--- src/rtl/ef_psram_pkg.sv ---
// Shared opcodes, state encoding and opcode decode for the PSRAM responder.
package ef_psram_pkg;

   localparam int CMD_BITS  = 8;
   localparam int ADDR_BITS = 24;

   localparam logic [7:0] OP_READ    = 8'h03;
   localparam logic [7:0] OP_WRITE   = 8'h02;
   localparam logic [7:0] OP_QREAD   = 8'hEB;
   localparam logic [7:0] OP_QWRITE  = 8'h38;
   localparam logic [7:0] OP_QPI_ON  = 8'h35;
   localparam logic [7:0] OP_QPI_OFF = 8'hF5;

   typedef enum logic [2:0] {
      ST_IDLE,
      ST_CMD,
      ST_ADDR,
      ST_WAIT,
      ST_RDATA,
      ST_WDATA,
      ST_IGNORE
   } state_t;

   // rw: opcode has address and data phases; quad: 4-bit address/data lanes.
   typedef struct packed {
      logic rw;
      logic read;
      logic quad;
   } op_info_t;

   function automatic op_info_t decode_op(input logic [7:0] op);
      op_info_t info;
      info = '0;
      case (op)
         OP_READ:   info = '{rw: 1'b1, read: 1'b1, quad: 1'b0};
         OP_WRITE:  info = '{rw: 1'b1, read: 1'b0, quad: 1'b0};
         OP_QREAD:  info = '{rw: 1'b1, read: 1'b1, quad: 1'b1};
         OP_QWRITE: info = '{rw: 1'b1, read: 1'b0, quad: 1'b1};
         default:   info = '0;
      endcase
      return info;
   endfunction

endpackage

--- src/rtl/ef_psram_sck_sync.sv ---
// Synchronizes the link pins into the clk domain and produces one-clk
// rise/fall pulses of sck. ce_n and io are delayed by the same amount as the
// edge pulses so that io_s holds the value present when sck rose.
module ef_psram_sck_sync
   import ef_psram_pkg::*;
#(
   parameter int SYNC = 2
) (
   input  logic       clk,
   input  logic       rst,
   input  logic       sck,
   input  logic       ce_n,
   input  logic [3:0] io_i,
   output logic       ce_n_s,
   output logic [3:0] io_s,
   output logic       rise,
   output logic       fall
);

   logic [SYNC-1:0] sck_ff;
   logic [SYNC-1:0] ce_ff;
   logic [3:0]      io_ff [SYNC];
   logic            sck_q;

   // Synchronizer chains plus registered edge detection.
   always_ff @(posedge clk) begin
      if (rst) begin
         sck_ff <= '0;
         ce_ff  <= '1;
         for (int i = 0; i < SYNC; i++) io_ff[i] <= '0;
         sck_q  <= 1'b0;
         rise   <= 1'b0;
         fall   <= 1'b0;
         ce_n_s <= 1'b1;
         io_s   <= '0;
      end else begin
         // NOTE: non-blocking assignments make each stage take the previous
         // stage's old value, which is what turns this loop into a shift chain.
         sck_ff[0] <= sck;
         ce_ff[0]  <= ce_n;
         io_ff[0]  <= io_i;
         for (int i = 1; i < SYNC; i++) begin
            sck_ff[i] <= sck_ff[i-1];
            ce_ff[i]  <= ce_ff[i-1];
            io_ff[i]  <= io_ff[i-1];
         end
         sck_q  <= sck_ff[SYNC-1];
         rise   <= sck_ff[SYNC-1] & ~sck_q;
         fall   <= ~sck_ff[SYNC-1] & sck_q;
         ce_n_s <= ce_ff[SYNC-1];
         io_s   <= io_ff[SYNC-1];
      end
   end

endmodule

--- src/rtl/ef_psram_responder.sv ---
// PSRAM device emulator: decodes SPI/QPI command, address, wait and data
// phases from the oversampled link and accesses a byte-wide backing SRAM.
module ef_psram_responder
   import ef_psram_pkg::*;
#(
   parameter int AW   = 23,
   parameter int SYNC = 2
) (
   input  logic          clk,
   input  logic          rst,
   input  logic          sck,
   input  logic          ce_n,
   input  logic [3:0]    io_i,
   output logic [3:0]    io_o,
   output logic [3:0]    io_oe,
   input  logic [3:0]    wait_cycles,
   output logic          qpi_mode,
   output logic [AW-1:0] mem_addr,
   output logic [7:0]    mem_wdata,
   output logic          mem_we,
   output logic          mem_re,
   input  logic [7:0]    mem_rdata
);

   logic          ce_n_s;
   logic [3:0]    io_s;
   logic          rise;
   logic          fall;

   state_t        state;
   state_t        state_nxt;

   logic [4:0]    bit_cnt;     // bits moved in the current phase / byte
   logic [4:0]    bit_nxt;
   logic          lane_quad;
   logic [6:0]    cmd_sr;
   logic [6:0]    wr_sr;
   logic [7:0]    rd_sr;
   logic          re_q;        // mem_rdata is valid this clk
   logic          op_read;
   logic          op_quad;     // data phase on 4 lanes
   logic          addr_quad;   // address phase on 4 lanes
   logic [3:0]    wait_n;
   logic [3:0]    wait_cnt;
   logic [AW-1:0] cur_addr;

   logic [7:0]    cmd_byte;
   logic [7:0]    wr_byte;
   logic [7:0]    rd_byte;
   logic [AW-1:0] addr_full;
   op_info_t      op_info;

   ef_psram_sck_sync #(.SYNC(SYNC)) u_sync (
      .clk    (clk),
      .rst    (rst),
      .sck    (sck),
      .ce_n   (ce_n),
      .io_i   (io_i),
      .ce_n_s (ce_n_s),
      .io_s   (io_s),
      .rise   (rise),
      .fall   (fall)
   );

   // The address shifts straight into cur_addr, so bits above AW fall off the top.
   assign cmd_byte  = qpi_mode  ? {cmd_sr[3:0], io_s} : {cmd_sr, io_s[0]};
   assign wr_byte   = op_quad   ? {wr_sr[3:0], io_s}  : {wr_sr, io_s[0]};
   assign addr_full = addr_quad ? {cur_addr[AW-5:0], io_s} : {cur_addr[AW-2:0], io_s[0]};
   assign rd_byte   = re_q ? mem_rdata : rd_sr;
   assign op_info   = decode_op(cmd_byte);

   // Lane width of the current phase and the resulting bit count after this edge.
   always_comb begin
      lane_quad = op_quad;
      case (state)
         ST_CMD:  lane_quad = qpi_mode;
         ST_ADDR: lane_quad = addr_quad;
         default: lane_quad = op_quad;
      endcase
      bit_nxt = bit_cnt + (lane_quad ? 5'd4 : 5'd1);
   end

   // State register.
   always_ff @(posedge clk) begin
      if (rst) state <= ST_IDLE;
      else     state <= state_nxt;
   end

   // Next-state logic; a deasserted chip enable overrides any pending edge.
   always_comb begin
      // NOTE: defaulting state_nxt before the case keeps this block free of latches.
      state_nxt = state;
      if (ce_n_s) begin
         state_nxt = ST_IDLE;
      end else begin
         case (state)
            ST_IDLE: state_nxt = ST_CMD;
            ST_CMD:
               if (rise && bit_nxt == 5'(CMD_BITS))
                  state_nxt = op_info.rw ? ST_ADDR : ST_IGNORE;
            ST_ADDR:
               if (rise && bit_nxt == 5'(ADDR_BITS)) begin
                  if (!op_read)         state_nxt = ST_WDATA;
                  else if (wait_n != 0) state_nxt = ST_WAIT;
                  else                  state_nxt = ST_RDATA;
               end
            ST_WAIT:
               if (rise && (wait_cnt + 4'd1) == wait_n) state_nxt = ST_RDATA;
            default: state_nxt = state;
         endcase
      end
   end

   // Datapath: shift registers, address counter, memory strobes and lane drive.
   always_ff @(posedge clk) begin
      if (rst) begin
         io_o      <= '0;
         io_oe     <= '0;
         qpi_mode  <= 1'b0;
         mem_addr  <= '0;
         mem_wdata <= '0;
         mem_we    <= 1'b0;
         mem_re    <= 1'b0;
         bit_cnt   <= '0;
         cmd_sr    <= '0;
         wr_sr     <= '0;
         rd_sr     <= '0;
         re_q      <= 1'b0;
         op_read   <= 1'b0;
         op_quad   <= 1'b0;
         addr_quad <= 1'b0;
         wait_n    <= '0;
         wait_cnt  <= '0;
         cur_addr  <= '0;
      end else begin
         mem_we <= 1'b0;
         mem_re <= 1'b0;
         re_q   <= mem_re;
         if (re_q) rd_sr <= mem_rdata;

         if (ce_n_s) begin
            io_oe   <= '0;
            io_o    <= '0;
            bit_cnt <= '0;
         end else begin
            case (state)
               ST_IDLE: bit_cnt <= '0;

               ST_CMD:
                  if (rise) begin
                     cmd_sr  <= cmd_byte[6:0];
                     bit_cnt <= bit_nxt;
                     if (bit_nxt == 5'(CMD_BITS)) begin
                        bit_cnt   <= '0;
                        wait_cnt  <= '0;
                        op_read   <= op_info.read;
                        op_quad   <= qpi_mode | op_info.quad;
                        addr_quad <= qpi_mode | op_info.quad;
                        wait_n    <= (op_info.read && op_info.quad) ? wait_cycles : 4'd0;
                        if (cmd_byte == OP_QPI_ON)  qpi_mode <= 1'b1;
                        if (cmd_byte == OP_QPI_OFF) qpi_mode <= 1'b0;
                     end
                  end

               ST_ADDR:
                  if (rise) begin
                     cur_addr <= addr_full;
                     bit_cnt  <= bit_nxt;
                     if (bit_nxt == 5'(ADDR_BITS)) begin
                        bit_cnt  <= '0;
                        mem_addr <= addr_full;
                        mem_re   <= op_read;
                     end
                  end

               ST_WAIT:
                  if (rise) wait_cnt <= wait_cnt + 4'd1;

               ST_RDATA:
                  if (fall) begin
                     io_oe <= op_quad ? 4'hF : 4'b0010;
                     if (op_quad) io_o <= (bit_cnt == 5'd0) ? rd_byte[7:4] : rd_byte[3:0];
                     else         io_o <= {2'b00, rd_byte[~bit_cnt[2:0]], 1'b0};
                     if (bit_nxt == 5'(CMD_BITS)) begin
                        // Last slice of this byte is out: prefetch the next one.
                        bit_cnt  <= '0;
                        cur_addr <= cur_addr + 1'b1;
                        mem_addr <= cur_addr + 1'b1;
                        mem_re   <= 1'b1;
                     end else begin
                        bit_cnt <= bit_nxt;
                     end
                  end

               ST_WDATA:
                  if (rise) begin
                     wr_sr <= wr_byte[6:0];
                     if (bit_nxt == 5'(CMD_BITS)) begin
                        bit_cnt   <= '0;
                        mem_wdata <= wr_byte;
                        mem_addr  <= cur_addr;
                        mem_we    <= 1'b1;
                        cur_addr  <= cur_addr + 1'b1;
                     end else begin
                        bit_cnt <= bit_nxt;
                     end
                  end

               default: ;
            endcase
         end
      end
   end

endmodule

--- config.mk ---
export PLATFORM = sky130hd
export DESIGN_NAME = ef_psram_responder
export DESIGN_NICKNAME = d
export VERILOG_FILES = /design/src/rtl/ef_psram_pkg.sv /design/src/rtl/ef_psram_sck_sync.sv /design/src/rtl/ef_psram_responder.sv
export SDC_FILE = /design/constraint.sdc
export NUM_CORES = 1
export LEC_CHECK = 0
export BUFFER_PORTS_ARGS = -buffer_cell sky130_fd_sc_hd__buf_4
export CAP_MARGIN = 20
export CORE_ASPECT_RATIO = 0.5
export CORE_UTILIZATION = 30
export CTS_CLUSTER_SIZE = 24
export DETAILED_ROUTE_END_ITERATION = 7
export MAX_ROUTING_LAYER = met4
export SKIP_CTS_REPAIR_TIMING = 1
export SYNTH_ARGS = -nofsm -noshare
export SYNTH_HDL_FRONTEND = slang
export SYNTH_SLANG_ARGS = --single-unit
--- constraint.sdc ---
create_clock -name clk -period 3.72 [get_ports clk]
set_clock_uncertainty 0.2 [all_clocks]
set_input_delay 0.186 -clock clk [delete_from_list [all_inputs] [get_ports clk]]
set_output_delay 0.186 -clock clk [all_outputs]
set_load 0.03 [all_outputs]
* Word level (Yosys, flattened, before mapping) *
Memories as Yosys holds them, arrays and structs flattened. A register that Yosys moved wholly into a read port is not among the register bits.
Cells that the tools add are included.

word-level totals
  memories kept = 1
  output and inout bits = 42
  memory bits (writable) = 8
  logic and storage cells = 147
  bits of input ports = 20
  register bits = 114

cells by class
  eq/ne operators = 27
  bitwise operators = 11
  add/sub/neg operators = 3
  muxes and demuxes = 54
  magnitude comparators = 1
  reduce and logical (&&, ||, !) cells = 26

memory list
  memory        depth  width  read ports  clocked after memory_dff  wr ports  line                     RTL
  u_sync.io_ff  2      4      2           1                         2         ef_psram_sck_sync.sv:22  logic [3:0] io_ff [SYNC];

operator list
  kind                     number
  $mux W23                 11
  $pmux W23 S3             2
  $mux W4                  9
  $mux W5                  5
  $mux W8                  3
  $pmux W3 S4              2
  $add A23 B1 Y23 const B  1
  $mux W3                  7
  $pmux W5 S4              1
  $eq A8 B2 Y1 const B     2
  $eq A8 B6 Y1 const B     2
  $eq A8 B8 Y1 const B     2
  $reduce_and A4 Y1        4
  $reduce_and A5 Y1        3
  $ne A2 B2 Y1 const B     7
  $ne A2 B1 Y1 const B     6
  $reduce_bool A4 Y1       3
  $mux W1                  11
  $pmux W4 S2              1
  $reduce_and A8 Y1        1
  $eq A3 B2 Y1 const B     2
  $eq A3 B3 Y1 const B     2
  $reduce_and A3 Y1        2
  $add A5 B3 Y5            1
  20 further kinds         32

* Logic depth before layout (Yosys ltp) *
  depth in word-level cells = 8
  gate-level depth with buffers = 16
  gate-level depth less buffers = 12

* Modules after synthesis *
Synthesis repeated with hierarchy kept, for this count alone.

unflattened totals
  cells, all modules = 827
  area, all modules = 6906.6 µm²

modules (own cells, without submodules)
  module              seq. area each (µm²)  cells an instance  area each (µm²)  times used
  ef_psram_responder  2082.0                785                6362.4           1
  ef_psram_sck_sync   400.4                 42                 544.3            1

* Worst setup path before layout *
OpenSTA, ideal clock, no wires.

  kind = register to register
  from = register addr_quad
  to = register state[1]
  required time = 3404 ps
  path buffers = 3
  setup time = 116 ps
  period minus slack after synthesis = 3991 ps
  stages on the path, launching flop included = 15
  path slack = -271 ps
  data arrival time = 3675 ps
  path through = dfxtp_1 -> clkbuf_1 -> clkbuf_1 -> buf_1 -> nand2_1 -> nand2_1 -> inv_1 -> ha_1 -> ha_1 -> xor2_1 -> or3_1 -> or4_1 -> a311oi_2 -> o211ai_1 -> o211a_1

between the ends
  longest elaborated chain between the ends = 7
  elaborated cells between the ends (all ways) = 10
  classes of those cells = add/sub (1); eq/ne (4); mux (2); reduce/logical (3)

ends and longest elaborated chain
  element                                              line                                                 RTL
  start, declared                                      ef_psram_responder.sv:42                             logic addr_quad;
  start signal, assigned                               ef_psram_responder.sv:158                            addr_quad <= qpi_mode | op_info.quad;
  $mux W1 (*)                                          n/a
  $mux W3 (*)                                          ef_psram_responder.sv:80                             bit_nxt = bit_cnt + (lane_quad ? 5'd4 : 5'd1);
  $add A5 B3 Y5 (*)                                    ef_psram_responder.sv:80
  $eq A5 B5 Y1 / $eq A5 B4 Y1 (equally long branches)  ef_psram_responder.sv:102, ef_psram_responder.sv:99
  $logic_and A1 B1 Y1 (on tied branches)               ef_psram_responder.sv:102, ef_psram_responder.sv:99
  $ne A2 B2 Y1 (no source line)                        n/a
  $reduce_and A4 Y1 (no source line) (*)               n/a
  end signal, assigned                                 ef_psram_responder.sv:86                             else state <= state_nxt;
  end, declared                                        ef_psram_responder.sv:30                             state_t state;

Every way passes the cells marked *; elsewhere a longest branch is shown, timed or not.
A chain may end at the register's enable or synchronous reset.

* Final worst setup path *
  from = register state[2]
  to = register state[1]

between the ends
  longest elaborated chain between the ends = 8
  elaborated cells between the ends (all ways) = 17
  classes of those cells = add/sub (1); eq/ne (8); mux (3); reduce/logical (5)

ends and longest elaborated chain
  element                                              line
  $eq A3 B1 Y1                                         ef_psram_responder.sv:75, ef_psram_responder.sv:96
  $mux W1                                              n/a
  $mux W3                                              ef_psram_responder.sv:80
  $add A5 B3 Y5                                        ef_psram_responder.sv:80
  $eq A5 B5 Y1 / $eq A5 B4 Y1 (equally long branches)  ef_psram_responder.sv:102, ef_psram_responder.sv:99
  $logic_and A1 B1 Y1 (on tied branches)               ef_psram_responder.sv:102, ef_psram_responder.sv:99
  $ne A2 B2 Y1 (no source line)                        n/a
  $reduce_and A4 Y1 (no source line)                   n/a

Parallel ways exist; a longest one is shown, timed or not.

==> qor.yml <==
worst_setup_path:
  required_ns: 3.82
  cp_max_fo: 13
  start_kind: "flop"
  critPathSlowestCell: "dfxtp_1"
  critPathTopFamily: "simple AND/OR/NAND/NOR gates"
  r2r_cells: 12
  path_class: "flop to flop"
  path_cells: "or3b_1, nand2_1, nand2_1, inv_1, ha_1, ha_1, xor2_1, or3_1, or4_1, a311oi_2, o211ai_1, o211a_1"
  slowest_delay_ns: 0.59
  cp.depth: 12
  cp.arrival_ns: 3.61
  crit_path_end_kind: "flop"
  crit_buf_inv: 1
floorplan:
  num_rows: 37
  io_pins: 62
  dieArea_um2: 22600
  start_util_pct: 31.4
  die_w_um: 212
  core_region_area_um2: 21100
  die_height_um: 107
finish:
  area_growth_pct: 23.8
  antenna_cells: 0
  fin_util_pct: 38.8
  final_layout_size_suffix_gt1_share_pct: 16.6
  nets: 887
sta:
  report.final.slew_viol_count: 0
  relSlewSlack_pct: 45.3
  setup_viol: 0
  fin_crit_sh_pct: 94.4
  fin_crit_ns: 3.51
  hold_viol_final: 0
  tightestPinTransition_ns: 0.820
  setup_slack_ns: 0.208
  clock.fmax_ghz: 0.285
  rsz0062_at_grt: "no"
  tns_ns: 0
synthesis:
  netlist.top_cell.by_area: "dfxtp_1"
  synth_edf_count: 0
  yosysWarnings: 0
  netlist_area_um2: 6610
  yosysSeqAreaShare_pct: 37.6
  synthTopCellsByArea: "dfxtp_1 38%, mux2i_1 6.1%, a21oi_1 6.0%, nor2_1 4.8%, nand2_1 4.8%"
  synth-main-ff-cell: "dfxtp_1"
  yosysMostFrequentCell: "dfxtp_1"
  ys_ff_latch: 124
  synth.distinct_cells: 62
  synth_nets: 846
  synthCells: 821
  synth-async-reset-ratio_pct: 0
  yosys-top-cells-count: "124 x dfxtp_1, 85 x nor2_1, 84 x nand2_1, 79 x a21oi_1, 62 x clkbuf_1"
  synth_top_area_share_pct: 37.6
  avgSynthCellArea_um2: 8.05
global_route:
  grt_use_total_pct: 16.1
  overflow: 0
  grt_pass1_wl_um: 28400
  antenna_found_initial: 0
  grt_max_degree: 79
  grt_pass1_vias: 5539
clocking:
  cts_buffers: 17
  htree_levels: 4
  clockBufferDepth: 2
  clock_latency_ns: 0.42
  cts.sinks: 124
  cts_tree: "yes"
  clockRootBuffer: "clkbuf_16"
  clkSlewWorstSetupHoldPaths_ns: 0.06
pwr:
  power_density_nw_per_um2: 416
  leakagePower_nw: 2.93
  ir_drop_uv: 247
placed_design:
  portBuffers: 61
  dp_hpwl_um: 11500
  pre_cts_slack_ns: 0.246
  gp_congestion: 0.867
hold_path:
  hold_depth: 2
  hp-class: "input port to flop"
drt:
  drc_errors: 0
  vias_per_cell: 5.27
  wire_per_inst_um: 15.1
  dr_total_vias: 6154
  dr.pass1.iters: 5
  drtIter0Drc: 427
  drt_wl_total_um: 17600
  ant_nets: 0
outcome:
  status: "completed"
flow_run:
  max-cap-violations: 0
==> metrics by stage <==
| step | cell area [µm²] | total power (W) | cells | hold WS [ns] |
|---|---|---|---|---|
| floorplan | 6610 | 0.00140 | 821 | 0.0898 |
| global placement | 7280 | 0.00143 | 1117 | 0.181 |
| detailed placement | 7280 | 0.00143 | 1117 | 0.181 |
| CTS | 8000 | 0.00342 | 1149 | -0.259 |
| global route | 8180 | 0.00351 | 1167 | 0.159 |
| finish | 8180 | 0.00341 | 1167 | 0.129 |
==> path summary, 6_finish.rpt <==
| path | end | slack, ns | from |
|---|---|---|---|
| max | state[1] | 0.21 | state[2] |
| min | rd_sr[7] | 0.13 | rst |
| max reg2reg | state[1] | 0.21 | state[2] |
| min reg2reg | u_sync.rise | 0.21 | u_sync.sck_q |
==> power breakdown <==
group	leakage (nW)	internal, W	switching, W
Combinational	1.59	0.0000354	0.0000364
Clock	0.340	0.00136	0.000628
Sequential	1.00	0.00134	0.00000507
==> layer usage <==
layer / vias up / track usage, % / part of all wire, %
met5: - / - / 0
met4: 0 / 5.75 / 0.93
met3: 20 / 3.34 / 4.3
met2: 155 / 24.9 / 48
met1: 2963 / 20.7 / 47
li1: 3016 / - / -
==> layout make-up <==
cell class                      count  area [µm²]
Fill cell                        2077       12900
Timing Repair Buffer               97         786
Clock buffer                       19         453
Inverter                           10        37.5
Sequential cell                   124        2480
Multi-Input combinational cell    612        3790
Tap cell                          292         365
Clock inverter                     13         260
==> layout by cell type (no fill, tap or decap), drive strengths merged, types with 22 or more instances in the layout <==
cell / synthesis / routed
dfxtp: 124 / 124
nor2: 86 / 86
nand2: 84 / 84
a21oi: 79 / 79
buf: 12 / 79
mux2i: 40 / 40
o21ai: 37 / 37
nand3: 26 / 26
nor3: 25 / 25
a211oi: 24 / 24
nor2b: 22 / 22
==> state kept, by name (all words and copies together), names as in the netlist, 2 cells and up <==
name,cells
cur_addr,23
state,3
u_sync.io_ff,8
u_sync.sck_ff,2
wait_cnt,4
io_oe,2
u_sync.io_s,4
wait_n,4
wr_sr,7
mem_addr,23
bit_cnt,5
rd_sr,8
io_o,4
cmd_sr,7
mem_wdata,8
u_sync.ce_ff,2
==> logic make-up after synthesis <==
logic type / Yosys count / share of synthesized area [%]
buffers and inverters: 85 / 5.10
muxes: 55 / 9.47
xor gates and xnor gates: 28 / 3.71
AOI/OAI and AO/OA: 206 / 19.5
adders and majority gates: 5 / 0.947
and+or+nand+nor: 318 / 23.7
DFF: 124 / 37.6
Note: power is estimated with default switching activity, not from simulation.
